<file path="config.mk">
export PLATFORM = sky130hd
export DESIGN_NAME = fetch_ctrl
export DESIGN_NICKNAME = d
export VERILOG_FILES = /design/src/rtl/fetch_ctrl.sv
export SDC_FILE = /design/constraint.sdc
export NUM_CORES = 1
export LEC_CHECK = 0
export CAP_MARGIN = 20
export CELL_PAD_IN_SITES_DETAIL_PLACEMENT = 0
export CELL_PAD_IN_SITES_GLOBAL_PLACEMENT = 1
export CORE_MARGIN = 2
export CORE_UTILIZATION = 29
export DETAILED_ROUTE_END_ITERATION = 7
export PLACE_DENSITY_LB_ADDON = 0.25
export SYNTH_ARGS = -nofsm -noshare
export SYNTH_HDL_FRONTEND = slang
export SYNTH_SLANG_ARGS = --single-unit
</file>
<file path="constraint.sdc">
create_clock -name clk -period 2.52 [get_ports clk]
set_input_delay 0.63 -clock clk [delete_from_list [all_inputs] [get_ports clk]]
set_output_delay 0.63 -clock clk [all_outputs]
set_load 0.05 [all_outputs]
</file>
<file path="src/rtl/fetch_ctrl.sv">
// Instruction fetch sequencer: owns the PC, issues one outstanding imem
// request at a time, arbitrates redirects, stalls and IF/ID flushes.
`timescale 1ns/1ps

module fetch_ctrl #(
    parameter logic [31:0] RESET_VECTOR  = 32'h0000_0000,
    parameter int unsigned FLUSH_BUBBLES = 2,
    parameter int unsigned STALL_TIMEOUT = 255
) (
    input  logic        clk,
    input  logic        rst,
    output logic        imem_req,
    output logic [31:0] imem_addr,
    input  logic        imem_gnt,
    input  logic        imem_rvalid,
    input  logic [31:0] imem_rdata,
    input  logic        branch_taken,
    input  logic [31:0] branch_target,
    input  logic        jump_valid,
    input  logic [31:0] jump_target,
    input  logic        fuse_skip,
    input  logic        load_pending,
    input  logic        dmem_valid,
    output logic [31:0] pc_out,
    output logic [31:0] if_pc,
    output logic [31:0] if_instr,
    output logic        if_valid,
    output logic        flush,
    output logic        stall,
    output logic        timeout_err
);

    localparam int unsigned CNT_W = (STALL_TIMEOUT < 2) ? 1 : $clog2(STALL_TIMEOUT + 1);
    localparam logic [CNT_W-1:0] CNT_MAX    = CNT_W'(STALL_TIMEOUT);
    localparam logic [2:0]       FLUSH_INIT = 3'(FLUSH_BUBBLES);

    typedef enum logic [1:0] {
        ST_IDLE     = 2'd0,
        ST_FETCH    = 2'd1,
        ST_WAIT_RSP = 2'd2,
        ST_DRAIN    = 2'd3
    } state_t;

    state_t             r_state;
    logic [31:0]        r_pc;
    logic [31:0]        r_if_pc;
    logic [31:0]        r_if_instr;
    logic               r_if_valid;
    logic               r_flush;
    logic [2:0]         r_flush_cnt;
    logic               r_skip;
    logic               r_hold_valid;
    logic [31:0]        r_hold_instr;
    logic [CNT_W-1:0]   r_stall_cnt;
    logic               r_timeout;

    logic               w_stall;
    logic               w_req;
    logic               w_gnt;
    logic               w_redirect;
    logic [31:0]        w_target;
    logic [31:0]        w_target_al;
    logic               w_use_skip;
    logic [31:0]        w_pc_seq;
    logic               w_release;
    logic               w_capture;
    logic               w_advance;
    logic               w_flush_load;
    logic               w_flush_nxt;

    // Hazard, redirect and sequential-step decode
    assign w_stall      = load_pending & ~dmem_valid;
    assign w_req        = (r_state == ST_FETCH) & ~w_stall & ~r_hold_valid;
    assign w_gnt        = w_req & imem_gnt;
    assign w_redirect   = branch_taken | jump_valid;
    assign w_target     = branch_taken ? branch_target : jump_target;
    assign w_target_al  = {w_target[31:2], 2'b00};
    assign w_use_skip   = r_skip | fuse_skip;
    assign w_pc_seq     = r_pc + (w_use_skip ? 32'd8 : 32'd4);
    assign w_release    = (r_state == ST_FETCH) & r_hold_valid & ~w_stall;
    assign w_capture    = (r_state == ST_WAIT_RSP) & imem_rvalid & ~w_stall;
    assign w_advance    = ~w_redirect & (w_release | w_capture);
    assign w_flush_load = w_redirect & (r_state != ST_DRAIN);
    assign w_flush_nxt  = w_flush_load | (r_flush_cnt > 3'd1);

    // Request is decoded from the state register and the live hazard so it drops in the stall cycle itself
    assign imem_req    = w_req;
    assign imem_addr   = r_pc;
    assign pc_out      = r_pc;
    assign if_pc       = r_if_pc;
    assign if_instr    = r_if_instr;
    assign if_valid    = r_if_valid;
    assign flush       = r_flush;
    assign stall       = w_stall;
    assign timeout_err = r_timeout;

    // Flush bubble counter, fused-pair skip latch and stall watchdog
    always_ff @(posedge clk) begin
        if (rst) begin
            r_flush_cnt <= 3'd0;
            r_flush     <= 1'b0;
            r_skip      <= 1'b0;
            r_stall_cnt <= '0;
            r_timeout   <= 1'b0;
        end else begin
            if (w_flush_load) begin
                r_flush_cnt <= FLUSH_INIT;
            end else if (r_flush_cnt != 3'd0) begin
                r_flush_cnt <= r_flush_cnt - 3'd1;
            end
            r_flush <= w_flush_nxt;

            if (w_redirect || w_advance) begin
                r_skip <= 1'b0;
            end else if (fuse_skip) begin
                r_skip <= 1'b1;
            end

            if (!w_stall) begin
                r_stall_cnt <= '0;
            end else if (r_stall_cnt != CNT_MAX) begin
                r_stall_cnt <= r_stall_cnt + CNT_W'(1);
            end
            if ((STALL_TIMEOUT != 0) && (r_stall_cnt == CNT_MAX)) begin
                r_timeout <= 1'b1;
            end
        end
    end

    // Fetch FSM: PC, IF/ID outputs and stall hold buffer
    always_ff @(posedge clk) begin
        if (rst) begin
            r_state      <= ST_IDLE;
            r_pc         <= RESET_VECTOR;
            r_if_pc      <= RESET_VECTOR;
            r_if_instr   <= 32'd0;
            r_if_valid   <= 1'b0;
            r_hold_valid <= 1'b0;
            r_hold_instr <= 32'd0;
        end else begin
            r_if_valid <= w_advance & ~w_flush_nxt;
            if (w_redirect) begin
                // A response still owed for the old path must be swallowed in DRAIN
                r_pc         <= w_target_al;
                r_hold_valid <= 1'b0;
                case (r_state)
                    ST_IDLE:     r_state <= ST_FETCH;
                    ST_FETCH:    r_state <= w_gnt ? ST_DRAIN : ST_FETCH;
                    ST_WAIT_RSP: r_state <= imem_rvalid ? ST_FETCH : ST_DRAIN;
                    ST_DRAIN:    r_state <= imem_rvalid ? ST_FETCH : ST_DRAIN;
                    default:     r_state <= ST_IDLE;
                endcase
            end else begin
                case (r_state)
                    ST_IDLE: r_state <= ST_FETCH;
                    ST_FETCH: begin
                        if (w_release) begin
                            r_pc         <= w_pc_seq;
                            r_if_pc      <= r_pc;
                            r_if_instr   <= r_hold_instr;
                            r_hold_valid <= 1'b0;
                        end else if (w_gnt) begin
                            r_state <= ST_WAIT_RSP;
                        end
                    end
                    ST_WAIT_RSP: begin
                        if (imem_rvalid) begin
                            r_state <= ST_FETCH;
                            if (w_stall) begin
                                r_hold_valid <= 1'b1;
                                r_hold_instr <= imem_rdata;
                            end else begin
                                r_pc       <= w_pc_seq;
                                r_if_pc    <= r_pc;
                                r_if_instr <= imem_rdata;
                            end
                        end
                    end
                    ST_DRAIN: begin
                        if (imem_rvalid) begin
                            r_state <= ST_FETCH;
                        end
                    end
                    default: r_state <= ST_IDLE;
                endcase
            end
        end
    end

endmodule

</file>
==> qor.txt, run 1 <==
Post-synthesis xor/xnor area fraction -> 2.39%
Slowest cell on crit path -> clkdlybuf4s50_1
Ranking of synthesized cells by area -> dfxtp_1 43%, nand2_1 12%, a21oi_1 6.2%, a311oi_1 4.2%, buf_4 4.2%
Placed Cells -> 1,301
Metal3 WL -> 1.11 mm
Setup Skew -> 0.0107 ns
Area of the multi-input gates -> 0.00324 sq mm
Yosys top cell by area -> dfxtp_1
EDFF count, synth -> 0
Nets@finish -> 1,145
Hold EP -> if_pc[2]$_SDFFE_PP0P_
P_int -> 4.21 mW
DRT Pass-1 Iters -> 5
R2R Path Start -> imem_addr[4]$_SDFFE_PP0P_
Number of antenna violations at the first check in global routing -> 0
Total Wirelength -> 22.2 mm
Drt via density -> 4.86
Die height -> 155 um
Most frequent cell after synthesis -> nand2_1
Die X -> 155 um
H-tree depth -> 4
Core area -> 0.0225 sq mm
Hold Path Origin -> if_pc[2]$_SDFFE_PP0P_
Root Buffer -> clkbuf_16
Total CTS buffers -> 17
TritonCTS clock tree -> built
Max Cap Viol -> 0
Crit path max-delay family -> buffers and inverters
Finish-stage setup viols -> 0
Met1 wire length -> 10.4 mm
ANT nets after route -> 0
Top post-synthesis cells by count -> 216 x nand2_1, 142 x dfxtp_1, 82 x a21oi_1, 57 x nor2_1, 41 x clkbuf_1
Worst path max stage delay -> 0.88 ns
Status -> complete, no violations
WS Path Type -> reg2out
Critical path depth in cells -> 1
Fill cell count -> 2,303
Final Util -> 43.6%
Critical Path Sink Type -> output pin
DP Area -> 0.00920 sq mm
WP buf/inv -> 1
RSZ-0062 raised after global routing -> no
Global-route wire length before repair -> 34.5 mm
Worst path cell trace -> clkdlybuf4s50_1
Vias in the first global route -> 6,057
Avg Inst Size Synth -> 7.95 sq um
Final min period -> 2.46 ns
Top sig layer -> met4
Compound-cell area share of the yosys netlist -> 19.1%
Logic pwr share -> 16.1%
Longest Clk Path Bufs -> 2
Num ports -> 238
Yosys top cell area share -> 43.0%
GRT overflow -> 0
Adder-cell share of the synthesized area -> 1.06%
Dominant synthesized flop cell -> dfxtp_1
Seq. cell area -> 0.00284 sq mm
Ant diodes -> 0
Asr flop ratio synth -> 0%
RR Endpoint -> imem_addr[27]$_SDFFE_PP0P_
Fin Setup TNS -> 0 ns
Fmax -> 407 MHz
Non-filler instance count after layout -> 1,333
Post-synthesis mux area share -> 0.928%
Pin count of the biggest net entering global routing -> 128
Main combinational cell family by area after synthesis -> simple AND/OR/NAND/NOR gates
Total GRT Usage -> 18.4%
Row count -> 55
Iteration-0 DRC count of the detailed router -> 330
Required time of the critical path -> 1.89 ns
Post-Synth Simple-Gate Area -> 24.7%
Total Power -> 5.85 mW
Psw -> 1.64 mW
Slew @ Worst Pin -> 0.659 ns
Sequential share of power -> 40.6%
Post-Layout Inst Area -> 0.00981 sq mm
Fraction of layout cells with a size suffix above 1 -> 10.7%
IO buf count -> 227
Number of synthesis warnings -> 0
Routability congestion estimate -> 0.789
Endpoints failing hold -> 0
Clk pwr share -> 43.3%
Relative slew margins -> 56.1%
CTS clock-pin slew for the worst setup and hold paths -> 0.06 ns
Reg2reg setup slack -> 0.43 ns
Max VDD drop -> 0.464 mV
Cells on worst reg2reg path -> 5
DRC viols -> 0
DR WL/cell -> 16.7 um
Pwr/cell area -> 596 mW/mm^2
Hpwl dp -> 15.5 mm
Leakage -> 3.35 nW
Crit path DAT -> 1.83 ns
Initial core utilization -> 29.4%
Crit start category -> flip-flop
Clock sink total -> 142
Mapped Cells -> 831
Switching Share -> 28.1%
Via count -> 6,473
Final Cycle Share -> 97.5%
Max-slew violations -> 0
Synthesized cell area -> 0.00661 sq mm
Max FO, Critical Path -> 9
Hold path depth -> 2
Post-CTS Setup Bufs -> 0
Die ar. -> 0.0240 sq mm
Netlist cell types -> 62
Clock latency on the worst-skew pair -> 0.42 ns
Hold Path Class -> reg2reg
Flops & latches, synth -> 142
Area Overhead vs Synth -> 48.5%
Seq/Total Area, Yosys -> 43.0%
DR WL met2 -> 10.5 mm
[routing by layer]
layer  track usage (%)  up-vias
met2              29.9      166
met1              24.8     3038
li1                  -     3252
met4              4.01        0
met5                 0        -
met3              4.51       17
[power by group through the flow]
stage / combinational [mW] / clock [mW] / sequential [mW]
after floorplan: 0.420 / 0 / 2.54
after global placement: 0.941 / 0 / 2.43
after detailed placement: 0.941 / 0 / 2.43
after CTS: 0.945 / 2.60 / 2.38
after global routing: 0.993 / 2.71 / 2.38
final: 0.940 / 2.53 / 2.38
[how the worst max path moves through the flow]
stage | from | slack, ns | to
after floorplan | fuse_skip | 0.21 | imem_addr[27]$_SDFFE_PP0P_
after global placement | fuse_skip | -0.34 | imem_addr[11]$_SDFFE_PP0P_
after detailed placement | fuse_skip | -0.38 | imem_addr[11]$_SDFFE_PP0P_
after CTS | imem_addr[4]$_SDFFE_PP0P_ | 0.03 | pc_out[4]
after global routing | fuse_skip | 0.0009 | imem_addr[11]$_SDFFE_PP0P_
final | imem_addr[11]$_SDFFE_PP0P_ | 0.06 | imem_addr[11]
[registers in the layout, indices dropped and copies added (netlist names)]
name / cells
if_pc: 30
imem_addr: 30
r_stall_cnt: 8
r_hold_valid: 1
r_flush_cnt: 3
timeout_err: 1
if_instr: 32
if_valid: 1
r_state: 2
r_skip: 1
flush: 1
r_hold_instr: 32
[cells by family after synthesis]
group | Yosys count
XOR/XNOR | 18
other | 1
multiplexers | 6
AND/OR/NAND/NOR | 355
adder cells (fa/ha/maj) | 5
AO/OA/AOI/OAI | 196
buffers and inverters | 108
flip-flops | 142
[repair_timing]
action | CTS | global route
setup endpoints to repair | 1 | 11
gates cloned | 0 | 0
hold endpoints to repair | 0 | 0
hold buffers | 0 | 0
resized for setup | 1 | 5
pin swaps | 0 | 1
[layout by cell type, fill, tap and decap left out, types with 3 or more instances in the layout]
master / Yosys / routed
a211oi_1: 8 / 8
a21oi_1: 82 / 82
a22oi_1: 10 / 10
a311oi_1: 32 / 32
a31oi_1: 6 / 6
and2_1: 3 / 3
and3_1: 8 / 8
buf_12: 0 / 8
buf_4: 37 / 44
clkbuf_16: 0 / 17
clkdlybuf4s50_1: 0 / 221
clkinvlp_4: 0 / 3
conb_1: 1 / 6
dfxtp_1: 142 / 142
ha_1: 4 / 4
inv_1: 12 / 12
inv_6: 0 / 4
mux2i_1: 5 / 5
nand2_1: 216 / 216
nand2b_1: 4 / 3
nand3_1: 8 / 8
nand4_1: 12 / 12
nor2_1: 57 / 54
nor2b_1: 5 / 4
nor3_1: 11 / 9
nor3_2: 1 / 3
nor4_1: 7 / 7
o21ai_0: 21 / 20
o22ai_1: 15 / 15
xnor2_1: 10 / 10
xor2_1: 8 / 8
[stage by stage]
step | setup WS [ns] | hold slack, ns
finish | 0.0630 | 0.449
floorplan | 0.210 | 0.424
CTS | 0.0322 | 0.455
global placement | -0.344 | 0.437
detailed placement | -0.378 | 0.446
global route | 0.000851 | 0.469
[final cells by class]
cell class | count | share of cell area [%]
Timing Repair Buffer | 275 | 27.8
Clock buffer | 21 | 4.69
Sequential cell | 142 | 29.0
Inverter | 13 | 0.497
Tap cell | 285 | 3.63
Clock inverter | 11 | 1.34
Multi-Input combinational cell | 586 | 33.1
Power figures use the tool's default switching activity.
==> run 2, diff against run 1 <==
--- a/config.mk
+++ b/config.mk
@@ -9,7 +9,7 @@
 export CELL_PAD_IN_SITES_DETAIL_PLACEMENT = 0
 export CELL_PAD_IN_SITES_GLOBAL_PLACEMENT = 1
 export CORE_MARGIN = 2
-export CORE_UTILIZATION = 29
+export CORE_UTILIZATION = 32
 export DETAILED_ROUTE_END_ITERATION = 7
 export PLACE_DENSITY_LB_ADDON = 0.25
 export SYNTH_ARGS = -nofsm -noshare
==> run 2 against run 1 <==
Critical path depth stayed put. Highest routed layer is now met5. Cell count shrank 1.4%. Total power down 2.4%. Clock skew increased by 0.0028 ns. Sequential power barely moved. Sequential share of layout area up 0.18 points. Largest power group unchanged. Combinational power shrank 0.7%. Worst setup slack got worse by 0.0074 ns. Global-route usage is 1.5 points higher. Critical path type unchanged. Design area decreased by 0.61%. Maximum frequency shrank 0.30%.
==> qor.txt, run 2 (synthesis results as in run 1) <==
Routability congestion estimate -> 0.829
Clk pwr share -> 42.1%
Commonest non-fill, non-tap cell in the layout -> clkdlybuf4s50_1
Endpoints failing hold -> 0
Setup WS post-layout -> 0.0556 ns
Critical Path Sink Type -> output pin
Die height -> 148 um
Die ar. -> 0.0218 sq mm
Fraction of layout cells with a size suffix above 1 -> 10.4%
Area Overhead vs Synth -> 47.6%
Required time of the critical path -> 1.89 ns
Relative slew margins -> 58.7%
Commonest cells after routing, fill and taps aside -> 224 x clkdlybuf4s50_1, 215 x nand2_1, 142 x dfxtp_1, 82 x a21oi_1, 56 x nor2_1
Total CTS buffers -> 17
Worst path cell trace -> clkdlybuf4s50_1
Max VDD drop -> 0.472 mV
Global-route wire length before repair -> 34.5 mm
WP buf/inv -> 1
Sequential share of power -> 41.6%
Psw -> 1.73 mW
Status -> complete, no violations
Crit start category -> flip-flop
Slew @ Worst Pin -> 0.617 ns
Cts hold-fix bufs -> 0
Leakage -> 3.30 nW
Hpwl dp -> 15.3 mm
Longest Clk Path Bufs -> 2
Initial core utilization -> 32.6%
Worst path max stage delay -> 0.88 ns
Total Power -> 5.71 mW
Pin count of the biggest net entering global routing -> 81
ANT nets after route -> 0
Root Buffer -> clkbuf_16
Max-slew violations -> 0
RSZ-0062 raised after global routing -> no
Ant diodes -> 0
DRC viols -> 0
Number of antenna violations at the first check in global routing -> 1
Die X -> 148 um
H-tree depth -> 4
Pwr/cell area -> 585 mW/mm^2
Max FO, Critical Path -> 8
Drt via density -> 4.95
Hold Path Class -> reg2reg
Pre-CTS WS -> -0.254 ns
Row count -> 52
R2R Path Start -> imem_addr[5]$_SDFFE_PP0P_
Total GRT Usage -> 19.9%
TritonCTS clock tree -> built
Max Cap Viol -> 0
DR WL/cell -> 16.4 um
Setup Skew -> 0.0135 ns
DRT Pass-1 Iters -> 5
Fill cell count -> 2,025
P_int -> 3.97 mW
Crit path max-delay family -> buffers and inverters
Final Cycle Share -> 97.8%
Crit path launch -> imem_addr[23]$_SDFFE_PP0P_
CTS clock-pin slew for the worst setup and hold paths -> 0.06 ns
Total Wirelength -> 21.6 mm
Vias in the first global route -> 6,318
IO buf count -> 227
Core area -> 0.0202 sq mm
Switching Share -> 30.4%
Via count -> 6,508
WS Path Type -> reg2out
Worst hold slack -> 0.449 ns
Hold Path Origin -> timeout_err$_SDFFE_PP0N_
Num ports -> 238
Clock latency on the worst-skew pair -> 0.43 ns
Final min period -> 2.46 ns
Finish-stage setup viols -> 0
Nets@finish -> 1,142
Crit path DAT -> 1.83 ns
Logic pwr share -> 16.3%
Slowest cell on crit path -> clkdlybuf4s50_1
Fmax -> 406 MHz
Final Util -> 48.2%
Clock sink total -> 142
GRT overflow -> 0
Iteration-0 DRC count of the detailed router -> 384
-- run 2: cell types whose count changed in the layout (fill, tap and decap cells not counted), moves of 2 or more --
cell,previous run,this run
buf_4,44,38
clkdlybuf4s50_1,221,224
inv_8,0,3
buf_12,8,10
bufinv_16,2,0
clkbuf_1,2,0
clkbuf_8,2,0
dlymetal6s2s_1,2,0
nor2_1,54,56
nor2_2,2,0
-- run 2: metal layers --
metal / vias to the layer above / part of all wire, % / track usage, %
met5: - / 0.060 / 0
met3: 14 / 6.0 / 4.97
li1: 3250 / - / -
met4: 2 / 0.99 / 4.38
met2: 198 / 48 / 33.0
met1: 3044 / 45 / 26.3
-- run 2: what timing repair did --
item | 4_1_cts | 5_1_grt
resized for setup | 0 | 2
buffers inserted | 0 | 1
endpoints found under the setup margin | 0 | 1
-- run 2: metrics by stage --
step / area, sq um / instances / TNS (ns)
floorplan: 6630 / 836 / 0
global placement: 9200 / 1283 / -2.92
detailed placement: 9200 / 1283 / -3.39
CTS: 9750 / 1315 / 0
global route: 9750 / 1315 / 0
finish: 9750 / 1315 / 0
-- run 2: worst paths after layout --
kind | slack (ns) | cells after the start | to
max reg2reg | 0.43 | 6 | imem_addr[31]$_SDFFE_PP0P_
max | 0.06 | 1 | imem_addr[23]
min | 0.45 | 2 | timeout_err$_SDFFE_PP0N_
min reg2reg | 0.45 | 2 | timeout_err$_SDFFE_PP0N_
-- run 2: power by group through the flow --
stage               clock, mW  sequential (mW)  combinational (mW)
CTS                      2.45             2.37               0.938
finish                   2.40             2.37               0.933
floorplan                   0             2.54               0.420
global placement            0             2.42               0.933
global route             2.54             2.38               0.990
detailed placement          0             2.42               0.935
-- run 2: cell type report --
type	instances	area, sq um	share of cell area [%]
timing repair buffer	272	2730	28.0
inverter	13	48.8	0.500
multi-input combinational	586	3240	33.2
tap	270	338	3.46
clock inverter	15	128	1.31
sequential	142	2840	29.2
clock buffer	17	425	4.36
